### src/rtl/fixed_point_pkg.sv
// Shared fixed-point definitions for the divider and multiplier.
// Holds the default operand width, the fractional bit count (Q8.8 by default),
// the Q-format extreme values and the divider state encoding.
package fixed_point_pkg;

  localparam int unsigned DATA_WIDTH = 16;
  localparam int unsigned FRAC_BITS  = 8;

  // Extreme representable values of the default Q-format.
  localparam logic [DATA_WIDTH-1:0] QMAX = {1'b0, {(DATA_WIDTH-1){1'b1}}};
  localparam logic [DATA_WIDTH-1:0] QMIN = {1'b1, {(DATA_WIDTH-1){1'b0}}};

  typedef enum logic [1:0] {
    StIdle = 2'd0,
    StDiv  = 2'd1,
    StFix  = 2'd2,
    StDone = 2'd3
  } div_state_e;

endpackage

### src/rtl/divider_if.sv
// Divider request/response bundle.
//   A, B          : signed fixed-point dividend / divisor (requester drives)
//   start         : request, honoured only while the divider is idle or done
//   result        : signed fixed-point quotient
//   overflow_flag : quotient out of range, or divide-by-zero
//   div_by_zero   : divisor was zero
//   finish        : result valid, held until the next accepted start
// master = requester side, slave = divider side.
interface divider_if #(
  parameter int unsigned DATA_WIDTH = fixed_point_pkg::DATA_WIDTH
);
  logic [DATA_WIDTH-1:0] A;
  logic [DATA_WIDTH-1:0] B;
  logic                  start;
  logic [DATA_WIDTH-1:0] result;
  logic                  overflow_flag;
  logic                  div_by_zero;
  logic                  finish;

  modport master (
    output A, B, start,
    input  result, overflow_flag, div_by_zero, finish
  );

  modport slave (
    input  A, B, start,
    output result, overflow_flag, div_by_zero, finish
  );
endinterface

### src/rtl/fp_sign_sat.sv
// Sign restore and range check for an unsigned quotient magnitude.
// Ports:
//   mag_i    : unsigned quotient magnitude (MAG_WIDTH bits)
//   neg_i    : quotient is negative
//   dbz_i    : divisor was zero; forces the clamp value and overflow
//   result_o : signed DATA_WIDTH-bit result
//   ovf_o    : magnitude outside the representable range
// Macro DIVIDER_SATURATE_EN: out-of-range results clamp to max/min; without it
// they wrap to the low DATA_WIDTH bits of the signed quotient.
module fp_sign_sat #(
  parameter int unsigned DATA_WIDTH = 16,
  parameter int unsigned MAG_WIDTH  = 24
) (
  input  logic [MAG_WIDTH-1:0]  mag_i,
  input  logic                  neg_i,
  input  logic                  dbz_i,
  output logic [DATA_WIDTH-1:0] result_o,
  output logic                  ovf_o
);

  localparam logic [MAG_WIDTH-1:0] PosLimit =
      {{(MAG_WIDTH-DATA_WIDTH+1){1'b0}}, {(DATA_WIDTH-1){1'b1}}};
  localparam logic [MAG_WIDTH-1:0] NegLimit = PosLimit + 1'b1;
  localparam logic [DATA_WIDTH-1:0] MaxVal = {1'b0, {(DATA_WIDTH-1){1'b1}}};
  localparam logic [DATA_WIDTH-1:0] MinVal = {1'b1, {(DATA_WIDTH-1){1'b0}}};

  always_comb begin
    // Low bits of the two's complement equal the low bits of the negated low bits.
    result_o = neg_i ? (~mag_i[DATA_WIDTH-1:0] + 1'b1) : mag_i[DATA_WIDTH-1:0];
    ovf_o    = 1'b0;
    if (dbz_i) begin
      ovf_o    = 1'b1;
      result_o = neg_i ? MinVal : MaxVal;
    end else begin
      ovf_o = neg_i ? (mag_i > NegLimit) : (mag_i > PosLimit);
`ifdef DIVIDER_SATURATE_EN
      if (ovf_o) begin
        result_o = neg_i ? MinVal : MaxVal;
      end
`endif
    end
  end

endmodule

### src/rtl/divider.sv
// Sequential signed fixed-point divider (restoring, one quotient bit per cycle).
// Ports:
//   clk : clock, all state changes on the rising edge
//   rst : asynchronous active-low reset
//   bus : divider_if slave (A, B, start in; result, overflow_flag,
//         div_by_zero, finish out)
// Flow: IDLE/DONE --start--> DIV (DATA_WIDTH+FRAC_BITS steps) --> FIX --> DONE.
// A zero divisor skips DIV. Operands are captured on acceptance.
// Macro DIVIDER_SATURATE_EN selects saturating instead of wrapping results.
module divider #(
  parameter int unsigned DATA_WIDTH = fixed_point_pkg::DATA_WIDTH,
  parameter int unsigned FRAC_BITS  = fixed_point_pkg::FRAC_BITS
) (
  input logic       clk,
  input logic       rst,
  divider_if.slave  bus
);
  import fixed_point_pkg::*;

  localparam int unsigned NumSteps = DATA_WIDTH + FRAC_BITS;
  localparam int unsigned CntW     = $clog2(NumSteps + 1);

  div_state_e            state_q;
  // Dividend bits shift out of the top while quotient bits shift in at the bottom.
  logic [NumSteps-1:0]   quo_q;
  logic [DATA_WIDTH-1:0] rem_q;
  logic [DATA_WIDTH-1:0] dvs_q;
  logic [CntW-1:0]       cnt_q;
  logic                  sign_q;
  logic                  zero_q;
  logic [DATA_WIDTH-1:0] result_q;
  logic                  ovf_q;
  logic                  dbz_q;
  logic                  finish_q;

  logic [DATA_WIDTH-1:0] a_mag;
  logic [DATA_WIDTH-1:0] b_mag;
  logic [DATA_WIDTH:0]   rem_shift;
  logic [DATA_WIDTH-1:0] rem_sub;
  logic                  step_ge;
  logic [DATA_WIDTH-1:0] fix_result;
  logic                  fix_ovf;

  always_comb begin
    a_mag     = bus.A[DATA_WIDTH-1] ? (~bus.A + 1'b1) : bus.A;
    b_mag     = bus.B[DATA_WIDTH-1] ? (~bus.B + 1'b1) : bus.B;
    rem_shift = {rem_q, quo_q[NumSteps-1]};
    step_ge   = rem_shift >= {1'b0, dvs_q};
    // Only used when step_ge, so the difference always fits DATA_WIDTH bits.
    rem_sub   = rem_shift[DATA_WIDTH-1:0] - dvs_q;
  end

  fp_sign_sat #(
    .DATA_WIDTH (DATA_WIDTH),
    .MAG_WIDTH  (NumSteps)
  ) u_sign_sat (
    .mag_i    (quo_q),
    .neg_i    (sign_q),
    .dbz_i    (zero_q),
    .result_o (fix_result),
    .ovf_o    (fix_ovf)
  );

  always_ff @(posedge clk or negedge rst) begin
    if (!rst) begin
      state_q  <= StIdle;
      quo_q    <= '0;
      rem_q    <= '0;
      dvs_q    <= '0;
      cnt_q    <= '0;
      sign_q   <= 1'b0;
      zero_q   <= 1'b0;
      result_q <= '0;
      ovf_q    <= 1'b0;
      dbz_q    <= 1'b0;
      finish_q <= 1'b0;
    end else begin
      unique case (state_q)
        StIdle, StDone: begin
          if (bus.start) begin
            quo_q    <= {a_mag, {FRAC_BITS{1'b0}}};
            rem_q    <= '0;
            dvs_q    <= b_mag;
            cnt_q    <= CntW'(NumSteps);
            sign_q   <= bus.A[DATA_WIDTH-1] ^ bus.B[DATA_WIDTH-1];
            zero_q   <= (bus.B == '0);
            finish_q <= 1'b0;
            state_q  <= (bus.B == '0) ? StFix : StDiv;
          end
        end
        StDiv: begin
          rem_q <= step_ge ? rem_sub : rem_shift[DATA_WIDTH-1:0];
          quo_q <= {quo_q[NumSteps-2:0], step_ge};
          cnt_q <= cnt_q - 1'b1;
          if (cnt_q == CntW'(1)) begin
            state_q <= StFix;
          end
        end
        StFix: begin
          result_q <= fix_result;
          ovf_q    <= fix_ovf;
          dbz_q    <= zero_q;
          finish_q <= 1'b1;
          state_q  <= StDone;
        end
        default: state_q <= StIdle;
      endcase
    end
  end

  assign bus.result        = result_q;
  assign bus.overflow_flag = ovf_q;
  assign bus.div_by_zero   = dbz_q;
  assign bus.finish        = finish_q;

endmodule

### src/flat_wrapper.sv
// flat-port wrapper written by rule: the top's interface ports become plain ports
module divider_flat import fixed_point_pkg::*;
#(
  parameter int unsigned DATA_WIDTH = fixed_point_pkg::DATA_WIDTH,
  parameter int unsigned FRAC_BITS  = fixed_point_pkg::FRAC_BITS
)
  (clk, rst, bus_A, bus_B, bus_start, bus_result, bus_overflow_flag, bus_div_by_zero, bus_finish);
  divider_if #(.DATA_WIDTH(DATA_WIDTH)) bus_i ();
  input logic clk;
  input logic rst;
  input wire logic [$bits(bus_i.A)-1:0] bus_A;
  input wire logic [$bits(bus_i.B)-1:0] bus_B;
  input wire logic [$bits(bus_i.start)-1:0] bus_start;
  output wire logic [$bits(bus_i.result)-1:0] bus_result;
  output wire logic [$bits(bus_i.overflow_flag)-1:0] bus_overflow_flag;
  output wire logic [$bits(bus_i.div_by_zero)-1:0] bus_div_by_zero;
  output wire logic [$bits(bus_i.finish)-1:0] bus_finish;
  assign bus_i.A = bus_A;
  assign bus_i.B = bus_B;
  assign bus_i.start = bus_start;
  assign bus_result = bus_i.result;
  assign bus_overflow_flag = bus_i.overflow_flag;
  assign bus_div_by_zero = bus_i.div_by_zero;
  assign bus_finish = bus_i.finish;
  divider #(.DATA_WIDTH(DATA_WIDTH), .FRAC_BITS(FRAC_BITS)) u_core (.clk(clk), .rst(rst), .bus(bus_i));
endmodule
### config.mk
export PLATFORM = sky130hd
export DESIGN_NAME = divider_flat
export DESIGN_NICKNAME = d
export VERILOG_FILES = /design/src/rtl/fixed_point_pkg.sv /design/src/rtl/divider_if.sv /design/src/rtl/fp_sign_sat.sv /design/src/rtl/divider.sv /design/src/flat_wrapper.sv
export SDC_FILE = /design/constraint.sdc
export NUM_CORES = 1
export LEC_CHECK = 0
export CORE_MARGIN = 2
export CORE_UTILIZATION = 30
export CTS_CLUSTER_SIZE = 16
export DETAILED_ROUTE_END_ITERATION = 10
export DONT_BUFFER_PORTS = 1
export RECOVER_POWER = 50
export SETUP_SLACK_MARGIN = 0.3
export SKIP_CTS_REPAIR_TIMING = 1
export SLEW_MARGIN = 25
export SYNTH_ARGS = -nofsm -noshare
export SYNTH_HDL_FRONTEND = slang
export SYNTH_SLANG_ARGS = --single-unit
### constraint.sdc
create_clock -name clk -period 2.3 [get_ports clk]
set_clock_uncertainty 0.15 [all_clocks]
set_input_delay 0.46 -clock clk [delete_from_list [all_inputs] [get_ports clk]]
set_output_delay 0.46 -clock clk [all_outputs]
set_load 0.03 [all_outputs]
* Yosys cells after proc, flatten, opt, wreduce, memory -nomap -nowiden
Cells that the tools add are included.
** Operators by class
- Bitwise gates (word level) :: 4
- Shift operators :: 0
- Reduce and logical (&&, ||, !) cells :: 9
- Equal/unequal tests :: 6
- $add $sub $neg :: 5
- Multiplexer cells :: 20
- Multiply operators :: 0
- Order comparisons :: 3
- Divide/modulo/power cells :: 0
** Operators with widths (count)
- $mux 16 :: 7
- $add 16x1->16 const B :: 3
- $not 16->16 :: 3
- $pmux 24 s2 :: 1
- $pmux 16 s2 :: 1
- $gt 24x15->1 const B :: 1
- $gt 24x16->1 const B :: 1
- $mux 24 :: 1
- $ge 17x16->1 :: 1
- $logic_not 16->1 :: 1
- $sub 16x16->16 :: 1
- $pmux 5 s2 :: 1
- $reduce_and 2->1 :: 4
- $mux 2 :: 3
- $pmux 2 s3 :: 1
- $eq 5x1->1 const B :: 1
- $mux 5 :: 1
- $sub 5x1->5 const B :: 1
- $eq 2x2->1 const B :: 2
- $reduce_bool 2->1 :: 2
- $mux 1 :: 3
- $eq 2x1->1 const B :: 1
- $logic_not 2->1 :: 1
- $ne 2x1->1 const B :: 1
- 4 further kinds :: 4
** Word-level totals
- Bits of input ports :: 35
- Bits in latches :: 0
- Memories :: 0
- Logic and storage cells :: 58
- Register bits :: 84
- Memory bits (writable) :: 0
- Bits in read-only memories :: 0
- Output and inout port bits :: 19

* Depth between registers and ports, before layout
Gate-level depths: netlist of the first run.
- Depth after elaboration :: 5
- Mapped depth :: 12
- Mapped depth without buffers :: 10

* Hierarchy
A second synthesis of the first run with hierarchy kept.
** Second synthesis, totals
- Cell total of the unflattened synthesis :: 638
- Area, all modules :: 5600.4 um2
** By module, submodules not included
- divider :: cells an instance 543, times used 1, area an instance 5023.6 um2, sequential area each 2102.0 um2
- fp_sign_sat :: cells an instance 95, times used 1, area an instance 576.8 um2, sequential area each 0.0 um2

* Least setup slack after synthesis of the first run
OpenSTA, ideal clock, no wires.
- Path type :: register -> register
- Start :: reg u_core.dvs_q[1]
- End :: reg u_core.rem_q[12]
- Period minus slack after synthesis :: 2516 ps
- Setup time :: 78 ps
- Stages on the path, launching flop included :: 12
- Slack :: -216 ps
- Required time :: 2072 ps
- Arrival time :: 2288 ps
- Buffers on the path :: 2
- Cells stage by stage :: dfrtp_1 inv_1 ha_1 nor2b_1 o2111a_1 nor3_1 a21oi_1 or2_1 clkbuf_1 buf_2 o31ai_1 o21bai_1
** On the way
- Cells in the longest elaborated chain, start to end :: 3
- Elaborated cells on any way between the ends :: 4
- Those cells by class :: add/sub (1); order compare (1); mux (2)
** Ends and longest elaborated chain
- from (decl) :: line divider.sv:27 : logic [DATA_WIDTH-1:0] dvs_q;
- from (signal assigned) :: line divider.sv:83 : dvs_q <= b_mag;
- $sub 16x16->16 / $ge 17x16->1 (equally long branches) :: line divider.sv:50, divider.sv:48
- $mux 16 * :: line divider.sv:92 : rem_q <= step_ge ? rem_sub : rem_shift[DATA_WIDTH-1:0];
- $pmux 16 s2 * :: line divider.sv:78 : unique case (state_q)
- to (signal assigned) :: line divider.sv:92
- to (decl) :: line divider.sv:26 : logic [DATA_WIDTH-1:0] rem_q;
Mark *: on every way between the ends. The rest lies on a longest branch, timed or not.
A chain may end at the register's enable or synchronous reset.

* Final worst setup path of the first run
- Start :: reg u_core.quo_q[0]
- End :: reg u_core.ovf_q (netlist: u_core.bus.overflow_flag)
** On the way
- Cells in the longest elaborated chain, start to end :: 3
- Elaborated cells on any way between the ends :: 4
- Those cells by class :: order compare (2); mux (2)
** Ends and longest elaborated chain
- from (decl) :: line divider.sv:25 : logic [NumSteps-1:0] quo_q;
- from (signal assigned) :: line divider.sv:81 : quo_q <= {a_mag, {FRAC_BITS{1'b0}}};
- from (signal assigned) :: line divider.sv:93 : quo_q <= {quo_q[NumSteps-2:0], step_ge};
- $gt 24x15->1 / $gt 24x16->1 (equally long branches) :: line fp_sign_sat.sv:35 : ovf_o = neg_i ? (mag_i > NegLimit) : (mag_i > PosLimit);
- $mux 1 * :: line fp_sign_sat.sv:35
- $mux 1 * :: line fp_sign_sat.sv:31 : if (dbz_i) begin
- to (signal assigned) :: line divider.sv:101 : ovf_q <= fix_ovf;
- to (decl) :: line divider.sv:32 : logic ovf_q;
Marked as above.

==> results of run 1 <==
-- synth_stat cells (3+ instances only) --
library cell,instances
sky130_fd_sc_hd__o211ai_1,11
sky130_fd_sc_hd__mux2_2,6
sky130_fd_sc_hd__nand4_1,3
sky130_fd_sc_hd__dfrtp_1,84
sky130_fd_sc_hd__a221o_1,3
sky130_fd_sc_hd__nor2_1,61
sky130_fd_sc_hd__a31oi_1,7
sky130_fd_sc_hd__a41oi_1,3
sky130_fd_sc_hd__nand2_1,83
sky130_fd_sc_hd__a22o_1,6
sky130_fd_sc_hd__buf_2,4
sky130_fd_sc_hd__o21ai_0,72
sky130_fd_sc_hd__a21o_1,4
sky130_fd_sc_hd__nor3_1,20
sky130_fd_sc_hd__nor2b_1,11
sky130_fd_sc_hd__nand2b_1,5
sky130_fd_sc_hd__o311ai_0,5
sky130_fd_sc_hd__nor4_1,3
sky130_fd_sc_hd__nand3_1,9
sky130_fd_sc_hd__or4_1,5
sky130_fd_sc_hd__clkbuf_1,27
sky130_fd_sc_hd__or3_1,5
sky130_fd_sc_hd__ha_1,23
sky130_fd_sc_hd__o31ai_1,14
sky130_fd_sc_hd__o21a_1,4
sky130_fd_sc_hd__xor2_1,23
sky130_fd_sc_hd__o41ai_1,7
sky130_fd_sc_hd__a21oi_1,43
sky130_fd_sc_hd__inv_1,43
sky130_fd_sc_hd__xnor2_1,16
sky130_fd_sc_hd__mux2i_1,6
sky130_fd_sc_hd__o221ai_1,7
sky130_fd_sc_hd__a211oi_1,3
sky130_fd_sc_hd__buf_1,5
-- flip-flops by register name, summed over array words and instances, names as in the netlist --
name,flops
u_core.bus.overflow_flag,1
u_core.dvs_q,16
u_core.zero_q,1
u_core.bus.result,16
u_core.state_q,2
u_core.bus.div_by_zero,1
u_core.sign_q,1
u_core.cnt_q,5
u_core.rem_q,16
u_core.bus.finish,1
u_core.quo_q,24
-- cells in the final DEF, fill, tap and decap left out, types with 7 or more instances in the layout --
cell type	netlist	routed
sky130_fd_sc_hd__ha_1	23	10
sky130_fd_sc_hd__clkbuf_16	0	9
sky130_fd_sc_hd__o21ai_0	72	59
sky130_fd_sc_hd__dfrtp_1	84	82
sky130_fd_sc_hd__nor3_2	0	7
sky130_fd_sc_hd__nand3_1	9	8
sky130_fd_sc_hd__nor3_1	20	10
sky130_fd_sc_hd__inv_1	43	38
sky130_fd_sc_hd__o211ai_1	11	11
sky130_fd_sc_hd__xor2_1	23	22
sky130_fd_sc_hd__ha_4	0	12
sky130_fd_sc_hd__nor2b_1	11	9
sky130_fd_sc_hd__nand2_1	83	82
sky130_fd_sc_hd__xnor2_1	16	16
sky130_fd_sc_hd__a21oi_1	43	34
sky130_fd_sc_hd__a21oi_2	0	9
sky130_fd_sc_hd__o21ai_1	0	8
sky130_fd_sc_hd__nor2_1	61	56
sky130_fd_sc_hd__o31ai_1	14	9
sky130_fd_sc_hd__buf_4	1	96
-- stage by stage --
stage	area [sq um]	TNS (ps)	setup slack [ps]
after floorplan	5680	-2030	-168
final	7280	-746	-206
after global placement	6480	-861	-180
after detailed placement	6480	-1380	-208
after CTS	6760	-1750	-222
after global routing	7280	-2730	-277
-- worst max-delay path, stage by stage, from the launching register on --
cell                      delay [ps]
sky130_fd_sc_hd__dfrtp_1         380
sky130_fd_sc_hd__inv_2            80
sky130_fd_sc_hd__ha_4            130
sky130_fd_sc_hd__or3b_4          370
sky130_fd_sc_hd__or3_4           370
sky130_fd_sc_hd__or2_4           270
sky130_fd_sc_hd__or3_4           340
sky130_fd_sc_hd__o31ai_2         180
sky130_fd_sc_hd__a31oi_1         100
-- final cells by class --
type | instances | area, sq um
repair buffers | 102 | 788
multi-input cells | 507 | 3660
clock inverters | 5 | 36.3
clock buffers | 11 | 243
fillers | 1743 | 10800
well taps | 229 | 287
flip-flops and latches | 84 | 2100
inverters | 44 | 165
-- how the worst min path moves through the flow --
stage          slack [ps]                      to  start
2_1_floorplan          10  u_core.bus.div_by_zero    rst
3_3_place_gp           20         u_core.dvs_q[3]    rst
3_5_place_dp           20         u_core.dvs_q[5]    rst
4_1_cts              -360        u_core.quo_q[19]    rst
5_1_grt              -360         u_core.dvs_q[2]    rst
6_report             -340         u_core.dvs_q[2]    rst
-- routing by layer --
metal  track usage  vias up
met5             0        -
met4        0.0473        0
met3        0.0335       22
met2         0.238       81
met1         0.202     2392
li1              -     2544
-- cells by family (layout without fill, tap and decap cells) --
logic type                 after synthesis  count (layout)  synth area share
and+or+nand+nor                        224             224             0.187
muxes                                   12              12            0.0230
adders and majority gates               24              24            0.0554
xor gates and xnor gates                39              39            0.0615
AOI/OAI and AO/OA                      208             208             0.239
DFF                                     84              84             0.378
buffers and inverters                   81             162            0.0563
-- power by group --
group          internal (mW)  leakage (nW)  total (mW)  switching, mW
clock network          0.764         0.128        1.39          0.629
logic                   4.06          1.93        8.27           4.22
registers               2.11          1.05        2.96          0.852
==> metrics.log, run 1 <==
INFO  metric final-max-slew-violation-count = 0
INFO  metric gpl.final_weighted_congestion = 0.825
INFO  metric cts.htree.levels = 3
INFO  metric design.core.area = 18100 sq um
INFO  metric ys_seq_elements = 84
INFO  metric total_power = 12.6 mW
INFO  metric synth_async_sr_flop_share = 1.00
INFO  metric max_slew_margin = 0.581
INFO  metric syn-cell-area = 5560 sq um
INFO  metric clock_tree.buffer_depth = 2
INFO  metric remaining_drcs = 0
INFO  metric post_layout_nonfiller_instances = between 900 and 1000
INFO  metric timing.final.ws_setup = -206 ps
INFO  metric cts.sink_count = 84
INFO  metric die_y = 140 um
INFO  metric kind_of_start_point_of_the_critical_path = flip-flop
INFO  metric ys.flop_type = sky130_fd_sc_hd__dfrtp_1
INFO  metric route.antenna.remaining_nets = 0
INFO  metric fin_util = 0.403
INFO  metric ff2ff_path_depth = 8
INFO  metric rsz0062_at_grt = yes
INFO  metric r2r-end = u_core.bus.overflow_flag
INFO  metric critical_path_class = reg -> reg
INFO  metric via_count = 5039
INFO  metric dieWidth = 140 um
INFO  metric drive_above_1_share = 0.283
INFO  metric cts_buffers = 9
INFO  metric number_of_nets_at_the_end_of_the_flow = roughly 810
INFO  metric synth_cell_types = 65
INFO  metric synth-edff-count = 0
INFO  metric io_pins = 54
INFO  metric number_of_antenna_violations_at_the_first_check_in_global_routing = 0
INFO  metric first_pass_grt_wire_length = 23700 um
INFO  metric routedLengthMet1 = just under 7000 um
INFO  metric worst_tran_pin_value = 620 ps
INFO  metric pin_count_of_the_biggest_net_entering_global_routing = 85
INFO  metric post_synth_inst_count = 672
INFO  metric ir_worst_vdd = 0.574 mV
INFO  metric top_signal_layer_used = met4
INFO  metric cp_data_arrival_time = roughly 2600 ps
INFO  metric min-delay-path-class = in -> async
INFO  metric synth_top_area_share = 0.378
INFO  metric rrSetupSlack = -210 ps
INFO  metric synth-seq-area-share = 0.378
INFO  metric synth_nets = 731
INFO  metric finalCritPeriodShare = 1.09
INFO  metric grt_overflow_total = 0
INFO  metric clkSlewWorstSetupHoldPaths = ~60 ps
INFO  metric yosys_warnings = 0
INFO  metric post-route-min-period = 2510 ps
INFO  metric dieArea = 19600 sq um
INFO  metric cp-endpoint = u_core.bus.overflow_flag
INFO  metric n_antenna_cell = 0
INFO  metric whs = -342 ps
INFO  metric insertion_delay = 350 ps
INFO  metric synth.largest_area_cell = sky130_fd_sc_hd__dfrtp_1
INFO  metric power_leakage = between 3 and 4 nW
INFO  metric post_drt_wl_per_cell = 15.0 um
INFO  metric met2_length = a little over 7000 um
INFO  metric maxCapViolations = 0
INFO  metric place.port_buffers = 0
INFO  metric rr_startpoint = u_core.quo_q[0]
INFO  metric worstPathRequired = approximately 2400 ps
INFO  metric failed_checks = negative hold slack, negative setup slack
INFO  metric route.detailed.vias_per_inst = 5.13
INFO  metric run_status = finished, violations left
INFO  metric startpoint = u_core.quo_q[0]
INFO  metric first_global_vias = 4704
INFO  metric route.met3.wl = 518 um
INFO  metric cts_tree = yes
INFO  metric totalWireLength = ~15000 um
INFO  metric overall_track_demand_over_capacity_in_global_routing = 0.149
INFO  metric power_density = 1730 nW/um^2
INFO  metric netlist_top_cells_area = sky130_fd_sc_hd__dfrtp_1 38%, sky130_fd_sc_hd__o21ai_0 6.5%, sky130_fd_sc_hd__nand2_1 5.6%
INFO  metric total_half_perimeter_wirelength_after_legalization_and_detailed_placement = 10600 um
INFO  metric area_growth = 31.0%
INFO  metric cts.root.buffer_cell = sky130_fd_sc_hd__clkbuf_16
INFO  metric final_hold_viol_count = 84
INFO  metric timing.critical_path.fanout_max = 4
INFO  metric total_setup_violations_reported_at_the_end_of_the_flow = 8
INFO  metric cp-end-kind = flip-flop
INFO  metric total_iterations_of_the_first_detailed_routing_run = 6
INFO  metric dr.first_iter.drc_count = 342
INFO  metric initial_utilization = 0.307
INFO  metric placed_cells = 954
INFO  metric achievable-frequency = 399 MHz
INFO  metric syn-mean-instance-area = 8.27 sq um
INFO  metric num_rows = 49
(Power assumes the default switching activity.)
==> run 2, diff against run 1 <==
--- a/config.mk
+++ b/config.mk
@@ -5,13 +5,14 @@
 export SDC_FILE = /design/constraint.sdc
 export NUM_CORES = 1
 export LEC_CHECK = 0
+export ABC_AREA = 1
 export CORE_MARGIN = 2
 export CORE_UTILIZATION = 30
 export CTS_CLUSTER_SIZE = 16
 export DETAILED_ROUTE_END_ITERATION = 10
 export DONT_BUFFER_PORTS = 1
 export RECOVER_POWER = 50
-export SETUP_SLACK_MARGIN = 0.3
+export SETUP_SLACK_MARGIN = 0.2
 export SKIP_CTS_REPAIR_TIMING = 1
 export SLEW_MARGIN = 25
 export SYNTH_ARGS = -nofsm -noshare
==> metrics.log, run 2 <==
INFO  metric max_slew_margin = 0.650
INFO  metric synth_async_sr_flop_share = 1.00
INFO  metric io_pins = 54
INFO  metric number_of_antenna_violations_at_the_first_check_in_global_routing = 0
INFO  metric power_switching_share = 0.502
INFO  metric power_density = 1740 nW/um^2
INFO  metric final_hold_viol_count = 84
INFO  metric cellInternalPower = ~6 mW
INFO  metric total_iterations_of_the_first_detailed_routing_run = 4
INFO  metric min-delay-path-class = in -> async
INFO  metric pin_count_of_the_biggest_net_entering_global_routing = 85
INFO  metric critical_path_class = reg -> reg
INFO  metric number_of_nets_at_the_end_of_the_flow = 943
INFO  metric ys.flop_type = sky130_fd_sc_hd__dfrtp_1
INFO  metric dieArea = 20900 sq um
INFO  metric failed_checks = negative hold slack
INFO  metric post-route-min-period = 2020 ps
INFO  metric synth_cell_types = 42
INFO  metric gpl.final_weighted_congestion = 0.843
INFO  metric p_seq_frac = 0.261
INFO  metric ys_seq_elements = 84
INFO  metric achievable-frequency = 496 MHz
INFO  metric worst_tran_pin_value = 524 ps
INFO  metric first_global_vias = 5246
INFO  metric clkSlewWorstSetupHoldPaths = around 70 ps
INFO  metric synth-edff-count = 0
INFO  metric total_half_perimeter_wirelength_after_legalization_and_detailed_placement = 11400 um
INFO  metric synth_most_common_cell = sky130_fd_sc_hd__nand2_1
INFO  metric num_rows = 51
INFO  metric route.detailed.vias_per_inst = between 4 and 5
INFO  metric fin_util = 0.355
INFO  metric kind_of_start_point_of_the_critical_path = flip-flop
INFO  metric power_frac_clock = 0.126
INFO  metric totalWireLength = 15400 um
INFO  metric post_synth_inst_count = 878
INFO  metric comb_pwr_share = 0.613
INFO  metric grt_overflow_total = 0
INFO  metric post_layout_nonfiller_instances = 1154
INFO  metric timing.critical_path.slowest_stage_cell = sky130_fd_sc_hd__dfrtp_2
INFO  metric cts.root.buffer_cell = sky130_fd_sc_hd__clkbuf_16
INFO  metric synth.largest_area_cell = sky130_fd_sc_hd__dfrtp_1
INFO  metric final-max-slew-violation-count = 0
INFO  metric area_growth = 16.4%
INFO  metric cts.sink_count = 84
INFO  metric top_cell_by_count_worst_path = sky130_fd_sc_hd__nand2_1
INFO  metric largest_register_ffs = 24
INFO  metric cts_tree = yes
INFO  metric ir_worst_vdd = between 0.6 and 0.7 mV
INFO  metric synth_top_area_share = 0.355
INFO  metric final_layout_setup_total_negative_slack = 0 ps
INFO  metric route.antenna.remaining_nets = 0
INFO  metric final.fill_count = 2100
INFO  metric cp-end-kind = flip-flop
INFO  metric initial_utilization = 0.305
INFO  metric timing.critical_path.fanout_max = 9
INFO  metric first_pass_grt_wire_length = approximately 25000 um
INFO  metric run_status = finished, violations left
INFO  metric worstPathCellList = ha_4, nand2_1, inv_1, nand2_1, inv_1, nand2_2, nor2_4, nor2_4, buf_12, nand2_8, nand3_1, nand2_1, nand2_1
INFO  metric insertion_delay = 350 ps
INFO  metric critical-path-top-delay-family = simple AND/OR/NAND/NOR gates
INFO  metric total_setup_violations_reported_at_the_end_of_the_flow = 0
INFO  metric cts_buffers = 9
INFO  metric preCtsSetupSlack = 43.7 ps
INFO  metric whs = -344 ps
INFO  metric die_y = 145 um
INFO  metric power_leakage = 3.41 nW
INFO  metric cp_data_arrival_time = 2110 ps
INFO  metric design.core.area = 19400 sq um
INFO  metric yosys_warnings = 0
INFO  metric placed_cells = about 1100
INFO  metric syn-cell-area = 5920 sq um
INFO  metric cp_num_buf_inv = 3
INFO  metric dieWidth = 145 um
INFO  metric switchingPower = 6.02 mW
INFO  metric most-common-layout-cells = 255 x sky130_fd_sc_hd__nand2_1, 114 x sky130_fd_sc_hd__inv_1, 76 x sky130_fd_sc_hd__dfrtp_1
INFO  metric registers.top_by_ff_count = u_core.quo_q
INFO  metric place.port_buffers = 0
INFO  metric worstPathRequired = 2390 ps
INFO  metric synth-seq-area-share = 0.355
INFO  metric dr.first_iter.drc_count = 332
INFO  metric n_antenna_cell = 0
INFO  metric post_drt_wl_per_cell = 13.4 um
INFO  metric remaining_drcs = 0
INFO  metric timing.final.ws_setup = 283 ps
INFO  metric netlist_top_cells_area = sky130_fd_sc_hd__dfrtp_1 35%, sky130_fd_sc_hd__nand2_1 17%, sky130_fd_sc_hd__inv_1 7.8%
INFO  metric maxCapViolations = 0
INFO  metric via_count = about 5400
INFO  metric cp_slowest_stage_delay = 450 ps
INFO  metric netlist_top_cells_count = 266 x sky130_fd_sc_hd__nand2_1, 123 x sky130_fd_sc_hd__inv_1, 84 x sky130_fd_sc_hd__dfrtp_1
INFO  metric clock_tree.buffer_depth = 2
INFO  metric mostFrequentLayoutCell = sky130_fd_sc_hd__nand2_1
INFO  metric drive_above_1_share = 0.115
INFO  metric overall_track_demand_over_capacity_in_global_routing = 0.153
INFO  metric rsz0062_at_grt = yes
INFO  metric syn-mean-instance-area = 6.75 sq um
INFO  metric synth_nets = about 940
INFO  metric finalCritPeriodShare = 0.877
INFO  metric cts.htree.levels = 3
run 2: cell count changes after synthesis, sizes merged, moves of 11 or more:
cell	before	now
inv	43	125
nor2b	11	0
nand4	3	19
xor2	23	12
clkbuf	27	15
nor2	61	75
nand2	84	269
nand3	9	71
o31ai	14	1
nand3b	2	19
run 2: area by class of cell:
type,count,area (sq um),area share
timing repair buffer,19,179,0.0260
inverter,127,479,0.0695
multi-input combinational,643,3490,0.506
clock inverter,5,60.1,0.00871
sequential,84,2110,0.306
tap,265,332,0.0481
clock buffer,11,243,0.0352
run 2: logic make-up after synthesis:
group	share of synthesized area
DFF	0.355
adders and majority gates	0.0520
xor gates and xnor gates	0.0311
buffers and inverters	0.100
and+or+nand+nor	0.354
AOI/OAI and AO/OA	0.108
run 2: path summary, 6_finish.rpt:
| path | from | to | slack, ps | depth (start not counted) |
|---|---|---|---|---|
| hold / removal | rst | u_core.bus.result[8] | -340 | 0 |
| setup reg to reg | u_core.rem_q[7] | u_core.rem_q[15] | 280 | 13 |
| hold reg to reg | u_core.dvs_q[5] | u_core.dvs_q[5] | 340 | 2 |
| max in group asynchronous | rst | u_core.rem_q[10] | 2190 | 0 |
| setup / recovery | u_core.rem_q[7] | u_core.rem_q[15] | 280 | 13 |
| min in group clk | bus_A[0] | u_core.quo_q[8] | 140 | 2 |
run 2: routing by layer:
layer	part of all wire	GRT usage	wire length, um
met5	0	0	0
met4	0.013	0.0434	198
met3	0.042	0.0308	642
met2	0.45	0.242	6910
met1	0.50	0.212	7660
run 2: power by group through the flow:
stage / logic, mW / registers, mW / clock network, mW
finish: 7.36 / 3.13 / 1.51
global route: 8.34 / 3.23 / 1.61
CTS: 6.46 / 3.06 / 1.54
detailed placement: 6.44 / 3.08 / 0
global placement: 6.35 / 3.08 / 0
floorplan: 5.15 / 2.87 / 0
run 2: per-stage QoR:
stage	cell area [sq um]	total power [mW]	hold WS, ps
floorplan	5920	8.02	14.4
global placement	6220	9.43	16.5
detailed placement	6220	9.52	16.5
CTS	6520	11.1	-354
global route	6890	13.2	-366
finish	6890	12.0	-344
==> run 3, diff against run 2 <==
--- a/config.mk
+++ b/config.mk
@@ -6,8 +6,10 @@
 export NUM_CORES = 1
 export LEC_CHECK = 0
 export ABC_AREA = 1
+export CORE_ASPECT_RATIO = 0.9
 export CORE_MARGIN = 2
 export CORE_UTILIZATION = 30
+export CTS_CLUSTER_DIAMETER = 60
 export CTS_CLUSTER_SIZE = 16
 export DETAILED_ROUTE_END_ITERATION = 10
 export DONT_BUFFER_PORTS = 1
==> metrics.log, run 3 (same netlist as run 2, synthesis figures left out) <==
INFO  metric cts.root.buffer_cell = sky130_fd_sc_hd__clkbuf_16
INFO  metric finalCritPeriodShare = 0.922
INFO  metric worst_tran_pin_value = about 550 ps
INFO  metric registers.top_by_ff_count = u_core.quo_q
INFO  metric final-max-slew-violation-count = 0
INFO  metric pin_count_of_the_biggest_net_entering_global_routing = 85
INFO  metric final_layout_setup_total_negative_slack = 0 ps
INFO  metric overall_track_demand_over_capacity_in_global_routing = 0.153
INFO  metric mostFrequentLayoutCell = sky130_fd_sc_hd__nand2_1
INFO  metric min-delay-path-class = in -> async
INFO  metric run_status = finished, violations left
INFO  metric cp_num_buf_inv = 2
INFO  metric total_iterations_of_the_first_detailed_routing_run = 7
INFO  metric ff2ff_path_depth = 11
INFO  metric dr.first_iter.drc_count = approximately 410
INFO  metric failed_checks = negative hold slack
INFO  metric kind_of_start_point_of_the_critical_path = flip-flop
INFO  metric post_drt_wl_per_cell = 14.5 um
INFO  metric dieArea = 20900 sq um
INFO  metric totalWireLength = ~17000 um
INFO  metric cp_data_arrival_time = 2200 ps
INFO  metric rrSetupSlack = 180 ps
INFO  metric timing.critical_path.fanout_max = 7
INFO  metric max_slew_margin = 0.636
INFO  metric first_pass_grt_wire_length = 26100 um
INFO  metric cts_tree = yes
INFO  metric clock_tree.buffer_depth = 2
INFO  metric whs = -344 ps
INFO  metric r2r-end = u_core.rem_q[12]
INFO  metric timing.critical_path.slowest_stage_cell = sky130_fd_sc_hd__dfrtp_1
INFO  metric cts_buffers = 9
INFO  metric final.fill_count = roughly 2000
INFO  metric number_of_antenna_violations_at_the_first_check_in_global_routing = 0
INFO  metric design.core.area = 19300 sq um
INFO  metric timing.final.ws_setup = ~180 ps
INFO  metric n_antenna_cell = 0
INFO  metric worstPathRequired = 2380 ps
INFO  metric initial_utilization = 0.307
INFO  metric route.antenna.remaining_nets = 0
INFO  metric critical_path_class = reg -> reg
INFO  metric cp-end-kind = flip-flop
INFO  metric worstPathCellList = inv_2, ha_4, a21oi_4, nor2_1, nor2_1, nand2_2, nor2_4, buf_8, nand3b_1, nand3_1, nand2_1
INFO  metric maxCapViolations = 0
INFO  metric area_growth = 19.1%
INFO  metric cts.sink_count = 84
INFO  metric via_count = 5550
INFO  metric route.detailed.vias_per_inst = 4.86
INFO  metric first_global_vias = 5022
INFO  metric grt_overflow_total = 0
INFO  metric total_half_perimeter_wirelength_after_legalization_and_detailed_placement = 11800 um
INFO  metric gpl.final_weighted_congestion = roughly 0.93
INFO  metric total_setup_violations_reported_at_the_end_of_the_flow = 0
INFO  metric top_cell_by_count_worst_path = sky130_fd_sc_hd__nor2_1
INFO  metric drive_above_1_share = 0.133
INFO  metric largest_register_ffs = 24
INFO  metric rr_startpoint = u_core.dvs_q[14]
INFO  metric critical-path-top-delay-family = simple AND/OR/NAND/NOR gates
INFO  metric most-common-layout-cells = 251 x sky130_fd_sc_hd__nand2_1, 109 x sky130_fd_sc_hd__inv_1, 81 x sky130_fd_sc_hd__dfrtp_1
INFO  metric clkSlewWorstSetupHoldPaths = 70 ps
INFO  metric final_hold_viol_count = 84
INFO  metric cp_slowest_stage_delay = 390 ps
INFO  metric preCtsSetupSlack = 84.8 ps
INFO  metric place.port_buffers = 0
INFO  metric rsz0062_at_grt = yes
INFO  metric die_y = 137 um
INFO  metric insertion_delay = between 300 and 400 ps
INFO  metric remaining_drcs = 0
INFO  metric number_of_nets_at_the_end_of_the_flow = 948
INFO  metric dieWidth = about 150 um
INFO  metric achievable-frequency = roughly 470 MHz
INFO  metric cts.htree.levels = 3
INFO  metric post-route-min-period = 2120 ps
INFO  metric num_rows = 48
INFO  metric io_pins = 54
==> run 3: worst max-delay path by stage <==
| stage | from | to | slack (ps) | cells after the start |
|---|---|---|---|---|
| 2_1_floorplan | u_core.dvs_q[0] | u_core.rem_q[8] | 440 | 12 |
| 3_3_place_gp | u_core.quo_q[23] | u_core.rem_q[8] | 130 | 13 |
| 3_5_place_dp | u_core.quo_q[23] | u_core.rem_q[8] | 80 | 13 |
| 4_1_cts | u_core.quo_q[23] | u_core.rem_q[12] | 40 | 13 |
| 5_1_grt | u_core.rem_q[7] | u_core.rem_q[12] | 100 | 11 |
| 6_report | u_core.dvs_q[14] | u_core.rem_q[12] | 180 | 11 |
==> run 3: stage by stage <==
step	hold slack, ps	utilization	instance area, sq um	std cells
floorplan	14.4	-	5920	878
global placement	17.9	0.323	6230	1116
detailed placement	18.0	0.323	6230	1116
global route	-354	0.366	7050	1143
CTS	-353	0.339	6540	1131
finish	-344	0.366	7050	1143
==> run 3: final cells by class <==
class / count / area [sq um] / share of cell area
clock buffer: 9 / 225 / 0.0319
clock inverter: 6 / 88.8 / 0.0126
inverter: 127 / 479 / 0.0680
multi-input combinational: 642 / 3580 / 0.508
sequential: 84 / 2110 / 0.299
tap: 250 / 313 / 0.0444
timing repair buffer: 25 / 258 / 0.0366
==> run 3: per-layer routing <==
layer | up-vias | wire (um) | GRT usage
met5 | - | 0 | 0
met4 | 0 | 158 | 0.0389
met3 | 9 | 661 | 0.0201
met2 | 116 | 7340 | 0.235
met1 | 2579 | 8410 | 0.228
li1 | 2846 | - | -
Power of run 3 is not shown: default switching activity piles up to over one toggle a cycle in this logic, so the estimate is an artifact.
